==> config.mk <==
export PLATFORM = sky130hd
export DESIGN_NAME = burst_sequencer
export DESIGN_NICKNAME = d
export VERILOG_FILES = /design/src/rtl/burst_sequencer.sv
export SDC_FILE = /design/constraint.sdc
export NUM_CORES = 1
export LEC_CHECK = 0
export CORE_MARGIN = 10
export CORE_UTILIZATION = 43
export DETAILED_ROUTE_END_ITERATION = 7
export PLACE_DENSITY = 0.77
export SKIP_CTS_REPAIR_TIMING = 1
export SYNTH_ARGS = -nofsm -noshare
export SYNTH_HDL_FRONTEND = slang
export SYNTH_SLANG_ARGS = --single-unit
==> constraint.sdc <==
create_clock -name clk -period 11.44 [get_ports clk]
set_input_delay 2.288 -clock clk [delete_from_list [all_inputs] [get_ports clk]]
set_output_delay 2.288 -clock clk [all_outputs]
set_load 0.05 [all_outputs]
==> src/rtl/burst_sequencer.sv <==
// burst_sequencer: expands one read/write command into a burst of per-cycle beats
// on the per-bank DRAM chip ports and returns read beats in order. Optional: BURST_CHOP_EN.
module burst_sequencer #(
  parameter int BGWIDTH      = 2,
  parameter int BAWIDTH      = 2,
  parameter int COLWIDTH     = 10,
  parameter int CHWIDTH      = 5,
  parameter int DEVICE_WIDTH = 4,
  parameter int BL           = 8,
  parameter int RD_LAT       = 1,
  localparam int BANKGROUPS    = 2**BGWIDTH,
  localparam int BANKSPERGROUP = 2**BAWIDTH
) (
  input  logic                                                         clk,
  input  logic                                                         reset,
  input  logic                                                         cmd_valid,
  output logic                                                         cmd_ready,
  input  logic                                                         cmd_write,
`ifdef BURST_CHOP_EN
  input  logic                                                         cmd_bc4,
`endif
  input  logic [BGWIDTH-1:0]                                           cmd_bg,
  input  logic [BAWIDTH-1:0]                                           cmd_ba,
  input  logic [CHWIDTH-1:0]                                           cmd_row,
  input  logic [COLWIDTH-1:0]                                          cmd_col,
  input  logic [DEVICE_WIDTH-1:0]                                      wr_data,
  input  logic                                                         wr_valid,
  output logic                                                         wr_ready,
  output logic [DEVICE_WIDTH-1:0]                                      rd_data,
  output logic                                                         rd_valid,
  output logic                                                         rd_last,
  output logic [BANKGROUPS-1:0][BANKSPERGROUP-1:0]                     rd_o_wr,
  output logic [BANKGROUPS-1:0][BANKSPERGROUP-1:0][CHWIDTH-1:0]        row,
  output logic [BANKGROUPS-1:0][BANKSPERGROUP-1:0][COLWIDTH-1:0]       column,
  output logic [BANKGROUPS-1:0][BANKSPERGROUP-1:0][DEVICE_WIDTH-1:0]   dqin,
  input  logic [BANKGROUPS-1:0][BANKSPERGROUP-1:0][DEVICE_WIDTH-1:0]   dqout
);

  localparam int             LBL       = $clog2(BL);
  localparam logic [LBL-1:0] LAST_FULL = '1;
  localparam logic [LBL-1:0] LAST_BC4  = LBL'(3);

  typedef enum logic [1:0] {S_IDLE, S_WRITE, S_READ, S_DRAIN} state_t;

  state_t                r_state, w_state_next;
  logic [LBL-1:0]        r_beat, w_beat_next;
  logic [BGWIDTH-1:0]    r_bg;
  logic [BAWIDTH-1:0]    r_ba;
  logic [CHWIDTH-1:0]    r_row;
  logic [COLWIDTH-1:0]   r_col;
  logic                  w_bc4;
  logic                  w_accept, w_issue, w_write_beat, w_is_last;
  logic [LBL-1:0]        w_last_beat, w_mask, w_low_sum;
  logic [COLWIDTH-1:0]   w_beat_col;

  logic [BANKGROUPS-1:0][BANKSPERGROUP-1:0]                   r_rd_o_wr, w_rd_o_wr_n;
  logic [BANKGROUPS-1:0][BANKSPERGROUP-1:0][CHWIDTH-1:0]      r_row_o, w_row_n;
  logic [BANKGROUPS-1:0][BANKSPERGROUP-1:0][COLWIDTH-1:0]     r_col_o, w_col_n;
  logic [BANKGROUPS-1:0][BANKSPERGROUP-1:0][DEVICE_WIDTH-1:0] r_dqin, w_dqin_n;

  logic [RD_LAT:0]          r_pv, r_pl;
  logic                     r_smp_v, r_smp_l;
  logic [DEVICE_WIDTH-1:0]  r_smp_d;
  logic                     r_rd_valid, r_rd_last;
  logic [DEVICE_WIDTH-1:0]  r_rd_data;

`ifdef BURST_CHOP_EN
  logic r_bc4;
  always_ff @(posedge clk or posedge reset) begin
    if (reset)         r_bc4 <= 1'b0;
    else if (w_accept) r_bc4 <= cmd_bc4;
  end
  assign w_bc4 = r_bc4;
`else
  assign w_bc4 = 1'b0;
`endif

  // A chopped burst wraps inside a 4-aligned block, a full one inside a BL-aligned block.
  assign w_last_beat = w_bc4 ? LAST_BC4 : LAST_FULL;
  assign w_mask      = w_bc4 ? LAST_BC4 : LAST_FULL;
  assign w_is_last   = (r_beat == w_last_beat);
  assign w_low_sum   = r_col[LBL-1:0] + r_beat;
  assign w_beat_col  = {r_col[COLWIDTH-1:LBL], (r_col[LBL-1:0] & ~w_mask) | (w_low_sum & w_mask)};

  // NOTE: every variable written here gets a default first, so no latch is inferred.
  always_comb begin
    w_state_next = r_state;
    w_accept     = 1'b0;
    w_issue      = 1'b0;
    w_write_beat = 1'b0;
    case (r_state)
      S_IDLE: if (cmd_valid) begin
        w_accept     = 1'b1;
        w_state_next = cmd_write ? S_WRITE : S_READ;
      end
      S_WRITE: if (wr_valid) begin
        w_issue      = 1'b1;
        w_write_beat = 1'b1;
        if (w_is_last) w_state_next = S_IDLE;
      end
      S_READ: begin
        w_issue = 1'b1;
        if (w_is_last) w_state_next = S_DRAIN;
      end
      S_DRAIN: if (r_rd_valid && r_rd_last) w_state_next = S_IDLE;
      default: w_state_next = S_IDLE;
    endcase

    w_beat_next = r_beat;
    if (w_accept)     w_beat_next = '0;
    else if (w_issue) w_beat_next = w_is_last ? '0 : r_beat + 1'b1;
  end

  // Only the selected bank is ever non-zero; a write stall holds row/column, drops strobe and data.
  always_comb begin
    w_rd_o_wr_n = '0;
    w_row_n     = '0;
    w_col_n     = '0;
    w_dqin_n    = '0;
    if (w_issue) begin
      w_rd_o_wr_n[r_bg][r_ba] = w_write_beat;
      w_row_n[r_bg][r_ba]     = r_row;
      w_col_n[r_bg][r_ba]     = w_beat_col;
      w_dqin_n[r_bg][r_ba]    = w_write_beat ? wr_data : '0;
    end else if (r_state == S_WRITE) begin
      w_row_n[r_bg][r_ba] = r_row_o[r_bg][r_ba];
      w_col_n[r_bg][r_ba] = r_col_o[r_bg][r_ba];
    end
  end

  // NOTE: sequential state uses non-blocking assignments so all registers update together.
  always_ff @(posedge clk or posedge reset) begin
    if (reset) begin
      r_state <= S_IDLE;
      r_beat  <= '0;
    end else begin
      r_state <= w_state_next;
      r_beat  <= w_beat_next;
    end
  end

  always_ff @(posedge clk or posedge reset) begin
    if (reset) begin
      r_bg  <= '0;
      r_ba  <= '0;
      r_row <= '0;
      r_col <= '0;
    end else if (w_accept) begin
      r_bg  <= cmd_bg;
      r_ba  <= cmd_ba;
      r_row <= cmd_row;
      r_col <= cmd_col;
    end
  end

  always_ff @(posedge clk or posedge reset) begin
    if (reset) begin
      r_rd_o_wr <= '0;
      r_row_o   <= '0;
      r_col_o   <= '0;
      r_dqin    <= '0;
    end else begin
      r_rd_o_wr <= w_rd_o_wr_n;
      r_row_o   <= w_row_n;
      r_col_o   <= w_col_n;
      r_dqin    <= w_dqin_n;
    end
  end

  // Stage 0 lines up with the driven column; stage RD_LAT lines up with valid dqout.
  // The bank select stays stable because no new command is taken until the pipe drains.
  always_ff @(posedge clk or posedge reset) begin
    if (reset) begin
      r_pv       <= '0;
      r_pl       <= '0;
      r_smp_v    <= 1'b0;
      r_smp_l    <= 1'b0;
      r_smp_d    <= '0;
      r_rd_valid <= 1'b0;
      r_rd_last  <= 1'b0;
      r_rd_data  <= '0;
    end else begin
      r_pv       <= {r_pv[RD_LAT-1:0], w_issue & ~w_write_beat};
      r_pl       <= {r_pl[RD_LAT-1:0], w_issue & ~w_write_beat & w_is_last};
      r_smp_v    <= r_pv[RD_LAT];
      r_smp_l    <= r_pl[RD_LAT];
      r_smp_d    <= r_pv[RD_LAT] ? dqout[r_bg][r_ba] : '0;
      r_rd_valid <= r_smp_v;
      r_rd_last  <= r_smp_l;
      r_rd_data  <= r_smp_d;
    end
  end

  assign cmd_ready = (r_state == S_IDLE);
  assign wr_ready  = (r_state == S_WRITE);
  assign rd_valid  = r_rd_valid;
  assign rd_last   = r_rd_last;
  assign rd_data   = r_rd_data;
  assign rd_o_wr   = r_rd_o_wr;
  assign row       = r_row_o;
  assign column    = r_col_o;
  assign dqin      = r_dqin;

endmodule
==> run metrics, run 1 <==
status=finished, final reports clean; Main synth FF type=dfrtp_1; leakage power=0.008523 uW; syn nets=1095; synth warn=0; register area share after synthesis=0.6377; Max Slew Vio Count=0; core box area=32450 um2; Power Total=4188 uW; layout cells sized above 1=0.1566; Worst-path clk slew=0.07 ns; critical path peak fanout=6; Worst Path Required=9.15 ns; Final Setup Violations=0; Net Sw Frac=0.3702; vias in the first global route=10730; most frequent cells in the layout=419 x clkdlybuf4s50_1, 358 x dfrtp_1, 256 x nor2_1; CTS tree=yes; post-route ant nets=0; maximum VDD drop=0.1375 mV; DIE WIDTH=201.3 um; 1st-iter DRT viols=623; DR vias=10000; crit path launch type=flop; setup TNS=0 ns; antenna violations before repair=1; area share of the largest cell type after synthesis=0.6377; clk_skew=0.02932 ns; measured slew at the worst slew-check pin=1.144 ns; hold crit path type=flop to flop; Synth async-reset ratio=1.000; largest net degree at the start of global routing=188; fin nets=1505; area of the die=40500 um2; GR Overflow Total=0; Cell Pwr Density=210.4 nW/um2; DRC Markers=0; Final Hold Vio Count=0; WP data arrival=2.23 ns; clock sinks=360; Mapped Area=14130 um2; Yosys top cell by area=dfrtp_1; Fmax=221.4 MHz; area growth from synthesis to layout=40.94%; met3 Usage GRT=0.07855; fin crit period=4.517 ns; synth top area cells=dfrtp_1 64%, mux4_2 8.9%, nor2_1 6.8%; Die H=201.3 um; post-DR vias/cell=5.341; root buffer cell=clkbuf_16; Global Route Usage Sum=0.2268; clock power share=0.303; grt met1 use=0.2749; total net switching power=1550 uW; H-tree depth reported by CTS=2; Distinct cells, synth=43; Int Power=2638 uW; placer congestion estimate=0.8272; Sequential Power Share=0.376; flops & latches, synth=360; starting density of the core=0.4353; post-layout util=0.6135; GRT Max-Usage Layer=met2; first-pass GRT wire length=70730 um; fin crit share=0.3948; TritonRoute pass-1 iters=5; Crit Path Class=flop to primary output; part of the power in combinational logic=0.321; IO Port Bufs=419; Max transition margin=0.2374; number of max-cap violations=0; CTS buffer count=38; placed cell count=1806; I/O pin count=420; hold slack final=0.3450 ns; Non-Filler Instances=1873; CTS Buffer Depth=3; final wirelength=47170 um; Avg WL per Cell=25.19 um; number of placement rows=66; most common cell after layout, fill and taps aside=clkdlybuf4s50_1; unrepaired setup endpoints after global routing=no; Avg Cell Area, Syn=14.21 um2; crit end category=primary output; Clk Latency, worst-skew pair=0.52 ns; EDFF count, synth=0; Mapped Cells=994; grt met2 use=0.3755; post-DP HPWL=33160 um
-- layer usage --
layer	share of wire	vias up
li1	-	4256
met1	0.39	5194
met2	0.49	472
met3	0.094	81
met4	0.030	0
met5	0	-
-- sequential cells by signal (all words and copies together), names as in the netlist, 3 cells and up --
signal	count
row	80
rd_o_wr	16
r_col	10
rd_data	4
column	160
r_beat	3
r_smp_d	4
dqin	64
r_row	5
-- power groups by stage --
stage	combinational [uW]	clock [uW]	sequential, uW
global placement	1340	0	1600
global route	1430	1350	1590
floorplan	896	0	1640
detailed placement	1350	0	1600
CTS	1360	1290	1580
finish	1340	1270	1570
-- critical path, cell delays in order, from the launching register on --
cell and delay [ns]:
dfrtp_1 0.40, inv_1 0.13, ha_1 0.31, clkdlybuf4s50_1 0.88
-- kinds of logic after synthesis --
kind of cell	synth area share
compound gates	0.06191
mux	0.1424
flops	0.6377
xor+xnor	0.001594
simple gates	0.1210
fa+ha+maj	0.008503
buf+inv	0.02684
-- area by class of cell --
type | count | area [um2]
tap | 442 | 553.0
antenna | 1 | 2.502
sequential | 360 | 9016
fill | 2430 | 12540
clock buffer | 51 | 1081
multi-input combinational | 571 | 4752
clock inverter | 15 | 207.7
timing repair buffer | 428 | 4274
inverter | 5 | 22.52
-- metrics by stage --
stage	setup slack (ns)	cell area [um2]
after global placement	6.434	18620
after floorplan	4.326	14130
after CTS	6.907	19910
after global routing	6.573	19910
final	6.923	19910
after detailed placement	6.376	18620
-- worst paths after layout --
check	start	end	slack (ns)	cells after the start
max reg2reg	r_bg[1]$_DFFE_PP0P_	dqin[43]$_DFF_PP0_	8.43	5
max	r_state[0]$_DFFE_PP0P_	cmd_ready	6.92	3
min	r_smp_d[1]$_DFF_PP0_	rd_data[1]$_DFF_PP0_	0.34	0
max in group asynchronous	reset	column[93]$_DFF_PP0_	7.03	4
min reg2reg	r_smp_d[1]$_DFF_PP0_	rd_data[1]$_DFF_PP0_	0.34	0
min in group asynchronous	reset	rd_data[3]$_DFF_PP0_	2.35	2
-- cells in the mapped netlist, drive strengths merged, types with 10 or more instances --
cell and instances:
clkbuf 22, a22oi 60, nor2 260, mux4 68, nand2 17, mux2i 21, and2 61, nor2b 10
mux2 20, dfrtp 360, buf 36
No activity file was read; power rests on OpenSTA's default activity.
==> run 2: changes to the inputs <==
--- a/config.mk
+++ b/config.mk
@@ -6,7 +6,7 @@
 export NUM_CORES = 1
 export LEC_CHECK = 0
 export CORE_MARGIN = 10
-export CORE_UTILIZATION = 43
+export CORE_UTILIZATION = 45
 export DETAILED_ROUTE_END_ITERATION = 7
 export PLACE_DENSITY = 0.77
 export SKIP_CTS_REPAIR_TIMING = 1
==> constraint.sdc (replaced) <==
create_clock -name clk -period 4.33 [get_ports clk]
set_input_delay 0.866 -clock clk [delete_from_list [all_inputs] [get_ports clk]]
set_output_delay 0.866 -clock clk [all_outputs]
set_load 0.05 [all_outputs]
==> run metrics, run 2 (synthesized netlist as in run 1, its figures left out) <==
Int Power=6794 uW (+160%); Seq. cell area=9016 um2 (unchanged); DP Area=18670 um2 (+0.28%); Worst Path Required=3.46 ns (-5.69 ns); starting density of the core=0.4594 (+0.02412); most common cell after layout, fill and taps aside=clkdlybuf4s50_1; H-tree depth reported by CTS=2 (unchanged); clock sinks=360 (unchanged); Avg WL per Cell=26.36 um (+4.7%); total of fill cells in the finished design=2263 (-6.9%); most frequent cells in the layout=419 x clkdlybuf4s50_1, 358 x dfrtp_1, 256 x nor2_1; Net Sw Frac=0.3773 (+0.007115); hold slack final=0.3480 ns (+0.003090 ns); Sequential Power Share=0.387 (+0.011); final wirelength=48370 um (+2.5%); layout cells sized above 1=0.1605 (+0.003885); ANT cells=0 (-1); number of placement rows=64 (-3.0%); crit path launch type=flop; number of max-cap violations=0 (unchanged); multi-input logic area=4752 um2 (unchanged); dpl ws=1.341 ns (-5.035 ns); Clk Latency, worst-skew pair=0.53 ns (about the same); vias in the first global route=10750 (+0.21%); post-route ant nets=0 (unchanged); 1st-iter DRT viols=587 (-5.8%); number of flip-flops in the largest register=160 (unchanged); DRC Markers=0 (unchanged); Max transition margin=0.2545 (+0.01710); measured slew at the worst slew-check pin=1.116 ns (-0.02799 ns); Fmax=315.2 MHz; root buffer cell=clkbuf_16; setup TNS=0 ns (unchanged); maximum VDD drop=0.4113 mV (+200%); area growth from synthesis to layout=40.77%; Die H=197.2 um (-2.0%); fin nets=1512 (+0.47%); Setup WS post-layout=1.158 ns (-5.766 ns); IO Port Bufs=419 (unchanged); core box area=30750 um2 (-5.3%); total net switching power=4116 uW (+170%); Global Route Usage Sum=0.2451 (+0.01832); critical path peak fanout=6 (unchanged); placed cell count=1768 (-2.1%); DR vias=9937 (-0.66%); Worst-path clk slew=0.06 ns (about the same); Crit Path Class=flop to primary output; Max Slew Vio Count=0 (unchanged); post-DR vias/cell=5.415 (+1.4%); clk_skew=0.01777 ns (-0.01156 ns); Non-Filler Instances=1835 (-2.0%); Final Setup Violations=0 (unchanged); post-DP HPWL=34780 um (+4.9%); leakage power=0.008540 uW (+0.20%); first-pass GRT wire length=72040 um (+1.8%); CTS buffer count=37 (-2.6%); fin crit share=0.7326; Cell Pwr Density=548.6 nW/um2 (+160%); unrepaired setup endpoints after global routing=no; area of the die=38880 um2 (-4.0%); hold crit path type=flop to flop; WP data arrival=2.31 ns (+0.08 ns); I/O pin count=420 (unchanged); part of the power in combinational logic=0.323 (+0.002); largest net degree at the start of global routing=69 (-63%); DIE WIDTH=197.2 um (-2.0%); TritonRoute pass-1 iters=5 (unchanged); CTS tree=yes; GR Overflow Total=0 (unchanged); crit end category=primary output; Final Hold Vio Count=0 (unchanged); fin crit period=3.172 ns; antenna violations before repair=0 (-1); status=finished, final reports clean; clock power share=0.290 (-0.013); placer congestion estimate=0.8368 (+1.2%); CTS Buffer Depth=3 (unchanged); post-route cell area=19890 um2 (-0.12%)
run 2: path summary, 6_finish.rpt:
path / slack (ns) / end / start / cells after the start
hold reg to reg: 0.35 / r_smp_l$_DFF_PP0_ / r_pl[1]$_DFF_PP0_ / 0
setup / recovery: 1.16 / cmd_ready / r_state[0]$_DFFE_PP0P_ / 3
max in group asynchronous: 2.37 / row[63]$_DFF_PP0_ / reset / 3
setup reg to reg: 1.61 / dqin[32]$_DFF_PP0_ / r_bg[1]$_DFFE_PP0P_ / 4
hold / removal: 0.35 / r_smp_l$_DFF_PP0_ / r_pl[1]$_DFF_PP0_ / 0
min in group asynchronous: 0.98 / column[23]$_DFF_PP0_ / reset / 2
run 2: final cells by class:
cell class | instances | share of cell area
Multi-Input combinational cell | 571 | 0.2390
Inverter | 5 | 0.001133
Clock inverter | 14 | 0.007488
Tap cell | 396 | 0.02492
Timing Repair Buffer | 436 | 0.2205
Sequential cell | 360 | 0.4534
Clock buffer | 53 | 0.05361
run 2: power groups by stage:
| stage | Clock (uW) | Sequential [uW] | Combinational [uW] |
|---|---|---|---|
| after floorplan | 0 | 4320 | 2370 |
| after global placement | 0 | 4290 | 3490 |
| after detailed placement | 0 | 4300 | 3550 |
| after CTS | 3220 | 4230 | 3560 |
| after global routing | 3360 | 4260 | 3750 |
| final | 3170 | 4220 | 3520 |
run 2: layer usage:
| layer | vias up | share of wire | GRT usage |
|---|---|---|---|
| met3 | 75 | 0.091 | 0.08569 |
| li1 | 4278 | - | - |
| met4 | 0 | 0.028 | 0.06978 |
| met1 | 5162 | 0.38 | 0.2833 |
| met5 | - | 0 | 0 |
| met2 | 422 | 0.50 | 0.4231 |
run 2: critical path, cell delays in order (launching register included):
cell and delay [ns]:
dfrtp_1 0.40, inv_1 0.13, ha_1 0.32, clkdlybuf4s50_1 0.93
run 2: metrics by stage:
step | total power, uW | utilization
after floorplan | 6692 | -
after global placement | 7783 | 0.6072
after detailed placement | 7844 | 0.6072
after CTS | 11010 | 0.6467
after global routing | 11380 | 0.6467
final | 10910 | 0.6467
